`config.mk`:
```
export PLATFORM = sky130hd
export DESIGN_NAME = dictmem_arbiter_flat
export DESIGN_NICKNAME = d
export VERILOG_FILES = /design/src/rtl/dictmem_arbiter_if.sv /design/src/rtl/dictmem_arbiter.sv /design/src/flat_wrapper.sv
export SDC_FILE = /design/constraint.sdc
export NUM_CORES = 1
export LEC_CHECK = 0
export BUFFER_PORTS_ARGS = -buffer_cell sky130_fd_sc_hd__buf_2
export CELL_PAD_IN_SITES_DETAIL_PLACEMENT = 1
export CELL_PAD_IN_SITES_GLOBAL_PLACEMENT = 2
export CORE_MARGIN = 2
export CORE_UTILIZATION = 24
export DETAILED_ROUTE_END_ITERATION = 7
export PLACE_DENSITY_LB_ADDON = 0.25
export SYNTH_ARGS = -nofsm -noshare
export SYNTH_HDL_FRONTEND = slang
export SYNTH_SLANG_ARGS = --single-unit
```
`constraint.sdc`:
```
create_clock -name clock -period 4.09 [get_ports clock]
set_input_delay 0.2045 -clock clock [delete_from_list [all_inputs] [get_ports clock]]
set_output_delay 0.2045 -clock clock [all_outputs]
set_load 0.02 [all_outputs]
```
`src/rtl/dictmem_arbiter_if.sv`:
```
// Request/response bundle shared by the two dictionary readers and the arbiter.
interface dictmem_arbiter_if #(
  parameter int ADDR_W = 12,
  parameter int DATA_W = 32
) ();
  logic              req0_valid;
  logic [ADDR_W-1:0] req0_addr;
  logic              req0_ready;
  logic              req1_valid;
  logic [ADDR_W-1:0] req1_addr;
  logic              req1_ready;
  logic              rsp0_valid;
  logic              rsp1_valid;
  logic [DATA_W-1:0] rsp_data;

  modport master (
    output req0_valid, req0_addr, req1_valid, req1_addr,
    input  req0_ready, req1_ready, rsp0_valid, rsp1_valid, rsp_data
  );

  modport slave (
    input  req0_valid, req0_addr, req1_valid, req1_addr,
    output req0_ready, req1_ready, rsp0_valid, rsp1_valid, rsp_data
  );
endinterface

```
`src/rtl/dictmem_arbiter.sv`:
```
// Two-requester arbiter in front of a one-cycle-latency dictionary ROM.
// Define DICTMEM_ARBITER_FIXED_PRIO_EN for strict requester-0 priority instead of round-robin.
module dictmem_arbiter #(
  parameter int ADDR_W = 12,
  parameter int DATA_W = 32
) (
  input  logic              clock,
  input  logic              reset,
  dictmem_arbiter_if.slave  bus,
  output logic [ADDR_W-1:0] address_dictmem,
  input  logic [DATA_W-1:0] q_dictmem,
  output logic [15:0]       gnt0_count,
  output logic [15:0]       gnt1_count
);
  logic       pick1;
  logic [1:0] grant;
  logic       rsp_valid_reg;
  logic       rsp_id_reg;

`ifdef DICTMEM_ARBITER_FIXED_PRIO_EN
  assign pick1 = bus.req1_valid && !bus.req0_valid;
`else
  // last_grant_reg = 1 means requester 1 won most recently, so a tie goes to 0.
  logic last_grant_reg;

  assign pick1 = bus.req1_valid && (!bus.req0_valid || !last_grant_reg);

  always_ff @(posedge clock) begin
    if (reset)
      last_grant_reg <= 1'b1;
    else if (grant != 2'b00)
      last_grant_reg <= grant[1];
  end
`endif

  assign grant[0] = !reset && bus.req0_valid && !pick1;
  assign grant[1] = !reset && pick1;

  assign bus.req0_ready = grant[0];
  assign bus.req1_ready = grant[1];

  always_comb begin
    address_dictmem = '0;
    if (grant[0])
      address_dictmem = bus.req0_addr;
    else if (grant[1])
      address_dictmem = bus.req1_addr;
  end

  // The tag travels alongside the ROM read so the data lands on the right requester.
  always_ff @(posedge clock) begin
    if (reset) begin
      rsp_valid_reg <= 1'b0;
      rsp_id_reg    <= 1'b0;
    end else begin
      rsp_valid_reg <= grant[0] || grant[1];
      rsp_id_reg    <= grant[1];
    end
  end

  assign bus.rsp0_valid = rsp_valid_reg && !rsp_id_reg;
  assign bus.rsp1_valid = rsp_valid_reg && rsp_id_reg;
  assign bus.rsp_data   = q_dictmem;

  generate
    for (genvar gi = 0; gi < 2; gi++) begin : g_cnt
      logic [15:0] cnt_reg;

      always_ff @(posedge clock) begin
        if (reset)
          cnt_reg <= '0;
        else if (grant[gi] && cnt_reg != 16'hFFFF)
          cnt_reg <= cnt_reg + 16'd1;
      end
    end
  endgenerate

  assign gnt0_count = g_cnt[0].cnt_reg;
  assign gnt1_count = g_cnt[1].cnt_reg;
endmodule

```
`src/flat_wrapper.sv`:
```
// flat-port wrapper written by rule: the top's interface ports become plain ports
module dictmem_arbiter_flat 
#(
  parameter int ADDR_W = 12,
  parameter int DATA_W = 32
)
  (clock, reset, address_dictmem, q_dictmem, gnt0_count, gnt1_count, bus_req0_valid, bus_req0_addr, bus_req1_valid, bus_req1_addr, bus_req0_ready, bus_req1_ready, bus_rsp0_valid, bus_rsp1_valid, bus_rsp_data);
  dictmem_arbiter_if #(.ADDR_W(ADDR_W), .DATA_W(DATA_W)) bus_i ();
  input  logic clock;
  input  logic reset;
  output logic [ADDR_W-1:0] address_dictmem;
  input  logic [DATA_W-1:0] q_dictmem;
  output logic [15:0] gnt0_count;
  output logic [15:0] gnt1_count;
  input wire logic [$bits(bus_i.req0_valid)-1:0] bus_req0_valid;
  input wire logic [$bits(bus_i.req0_addr)-1:0] bus_req0_addr;
  input wire logic [$bits(bus_i.req1_valid)-1:0] bus_req1_valid;
  input wire logic [$bits(bus_i.req1_addr)-1:0] bus_req1_addr;
  output wire logic [$bits(bus_i.req0_ready)-1:0] bus_req0_ready;
  output wire logic [$bits(bus_i.req1_ready)-1:0] bus_req1_ready;
  output wire logic [$bits(bus_i.rsp0_valid)-1:0] bus_rsp0_valid;
  output wire logic [$bits(bus_i.rsp1_valid)-1:0] bus_rsp1_valid;
  output wire logic [$bits(bus_i.rsp_data)-1:0] bus_rsp_data;
  assign bus_i.req0_valid = bus_req0_valid;
  assign bus_i.req0_addr = bus_req0_addr;
  assign bus_i.req1_valid = bus_req1_valid;
  assign bus_i.req1_addr = bus_req1_addr;
  assign bus_req0_ready = bus_i.req0_ready;
  assign bus_req1_ready = bus_i.req1_ready;
  assign bus_rsp0_valid = bus_i.rsp0_valid;
  assign bus_rsp1_valid = bus_i.rsp1_valid;
  assign bus_rsp_data = bus_i.rsp_data;
  dictmem_arbiter #(.ADDR_W(ADDR_W), .DATA_W(DATA_W)) u_core (.clock(clock), .reset(reset), .bus(bus_i), .address_dictmem(address_dictmem), .q_dictmem(q_dictmem), .gnt0_count(gnt0_count), .gnt1_count(gnt1_count));
endmodule
```
==> flow_metrics.env <==
export IMPL_cp_cell_sequence="ha_1 > nand3_1 > nor4_2 > nor4_1 > mux2_2"
export IMPL_start_util_pct=25.0
export IMPL_finalSetupViolations=0
export IMPL_antenna_found_initial=0
export IMPL_hold_class="in2reg"
export IMPL_synth_edf_count=0
export IMPL_ys_seq_area_share_pct=32.0
export IMPL_worstSkewPairLatency_ns=0.29
export IMPL_syn_area_um2=2190
export IMPL_fin_crit_sh_pct=57.4
export IMPL_cts_max_level=2
export IMPL_core_rowCount=34
export IMPL_cts_buffers=5
export IMPL_dieHeight_um=99.5
export IMPL_preCtsSetupSlack_ns=1.72
export IMPL_ctsResizeCount=0
export IMPL_rsz0062_at_grt="false"
export IMPL_max_slew_worst_pin_slew_ns=1.14
export IMPL_grt_use_total_pct=12.9
export IMPL_area_delta_synth_final_pct=14.2
export IMPL_netlist_instances=259
export IMPL_post_cts_buffers=0
export IMPL_required_ns=4.27
export IMPL_clock_fmax_mhz=426
export IMPL_synth_seq_cells=35
export IMPL_grt_max_degree=37
export IMPL_layout_cells_non_filler=407
export IMPL_max_cap_violations=0
export IMPL_ys_warn_count=0
export IMPL_slew_headroom_pct=23.3
export IMPL_io_pins=140
export IMPL_nets=361
export IMPL_clockBufferDepth=2
export IMPL_hold_buffers=0
export IMPL_via_per_inst=5.23
export IMPL_slowest_delay_ns=1.00
export IMPL_cp_max_fo=14
export IMPL_grt_overflow_total=0
export IMPL_die_area_um2=9900
export IMPL_num_antenna_cells=0
export IMPL_wl_um=6230
export IMPL_io_buffers=75
export IMPL_status="complete, no violations"
export IMPL_irDropWorstVdd_mv=0.101
export IMPL_drc=0
export IMPL_cts_tree="done"
export IMPL_grt_pass1_wl_um=10500
export IMPL_drt_pass1_iter_count=4
export IMPL_syn_nets=321
export IMPL_end_kind="flip-flop"
export IMPL_crit_family="simple AND/OR/NAND/NOR gates"
export IMPL_fin_tns_setup_ns=0
export IMPL_ys_types=43
export IMPL_path_clk_slew_ns=0.08
export IMPL_finalHoldViolations=0
export IMPL_placed_cells=400
export IMPL_crit_type="reg2reg"
export IMPL_drive_gt1_share_pct=33.8
export IMPL_path_buf_inv=0
export IMPL_fin_skew_ns=0.00523
export IMPL_power_leakage_nw=1.01
export IMPL_vias=2130
export IMPL_final_max_slew_viol_count=0
export IMPL_setup_ws_ns=1.74
export IMPL_fp_coreArea_um2=8760
export IMPL_clkSinkCount=35
export IMPL_ys_async_sr_fraction_pct=0
export IMPL_ant_nets=0
export IMPL_final_common_cell="buf_2"
export IMPL_avgSynthCellArea_um2=8.45
export IMPL_drt_iter0_drc=85
export IMPL_ctsRootBufferMaster="clkbuf_8"
export IMPL_die_w_um=99.5
export IMPL_final_fill_count=1069
export IMPL_crit_slowest_cell="nor4_2"
export IMPL_cp_arrival_ns=2.53
export IMPL_start_kind="flip-flop"
export IMPL_fin_crit_ns=2.35
export IMPL_grt_pass1_vias=2115
export IMPL_yosys_most_used_dff="dfxtp_1"
export IMPL_hold_ws_ns=0.229
export IMPL_powerDensity_nw_per_um2=277
export IMPL_place_hpwl_um=4620
export IMPL_place_congestion=0.730
export IMPL_wl_per_cell_um=15.3
export IMPL_mostFrequentLayoutCells="75 x buf_2, 35 x dfxtp_1, 16 x nand2_1"
export IMPL_fin_util_pct=28.5
Yosys cell counts (8+ instances only):
master	count	share of area [%]
nand2_1	16	2.7
buf_4	32	11
nand3_1	8	1.8
nand4_1	10	2.9
a22o_1	12	4.8
nor2_1	12	2.1
o21ai_0	8	1.8
a21oi_1	15	3.4
o31ai_1	8	2.7
nor2b_1	10	2.9
inv_1	8	1.4
clkbuf_1	8	1.4
dfxtp_1	35	32
cell families after synthesis:
| family | count (synthesis) | share of synthesized area, % |
|---|---|---|
| AO/OA/AOI/OAI | 62 | 20.2 |
| flip-flops | 35 | 32.0 |
| buffers and inverters | 50 | 14.5 |
| adder cells (fa/ha/maj) | 2 | 1.14 |
| AND/OR/NAND/NOR | 103 | 28.5 |
| multiplexers | 7 | 3.60 |
layer usage:
| layer | global-route usage (%) | part of all wire [%] | routed length, um | vias up |
|---|---|---|---|---|
| met5 | 0 | 0 | 0 | - |
| met4 | 4.21 | 1.3 | 79 | 0 |
| met3 | 3.09 | 6.8 | 423 | 7 |
| met2 | 21.3 | 46 | 2860 | 72 |
| met1 | 16.6 | 46 | 2870 | 1010 |
| li1 | - | - | - | 1041 |
tightest hold or removal path: stages:
cell	delay, ns
buf_2	0.14
nor2_1	0.06
nor2_1	0.07
power by group:
part           switching [W]  internal, W  total (W)
Sequential        0.00000348     0.000344   0.000348
Clock               0.000133     0.000132   0.000266
Combinational      0.0000472    0.0000305  0.0000777
Total               0.000184     0.000507   0.000691
area by class of cell:
class | instances | area, um2 | area share, %
flip-flops and latches | 35 | 701 | 28.0
inverters | 8 | 30.0 | 1.20
well taps | 108 | 135 | 5.41
multi-input cells | 174 | 1170 | 46.8
repair buffers | 75 | 375 | 15.0
clock buffers | 6 | 82.6 | 3.30
clock inverters | 1 | 5.00 | 0.200
metrics by stage:
| stage | power [W] | cell area, um2 |
|---|---|---|
| CTS | 0.000706 | 2500 |
| global route | 0.000729 | 2500 |
| global placement | 0.000434 | 2410 |
| detailed placement | 0.000435 | 2410 |
| floorplan | 0.000448 | 2190 |
| finish | 0.000691 | 2500 |
worst paths after layout:
| kind | startpoint | endpoint | slack, ns | depth (start not counted) |
|---|---|---|---|---|
| setup / recovery | u_core.gnt1_count[0]$_SDFFE_PP0P_ | u_core.gnt1_count[13]$_SDFFE_PP0P_ | 1.74 | 5 |
| hold / removal | bus_req1_valid | u_core.rsp_valid_reg$_SDFF_PP0_ | 0.23 | 3 |
| setup reg to reg | u_core.gnt1_count[0]$_SDFFE_PP0P_ | u_core.gnt1_count[13]$_SDFFE_PP0P_ | 1.74 | 5 |
| hold reg to reg | u_core.gnt1_count[2]$_SDFFE_PP0P_ | u_core.gnt1_count[2]$_SDFFE_PP0P_ | 0.52 | 1 |
Power figures use the tool's default switching activity.
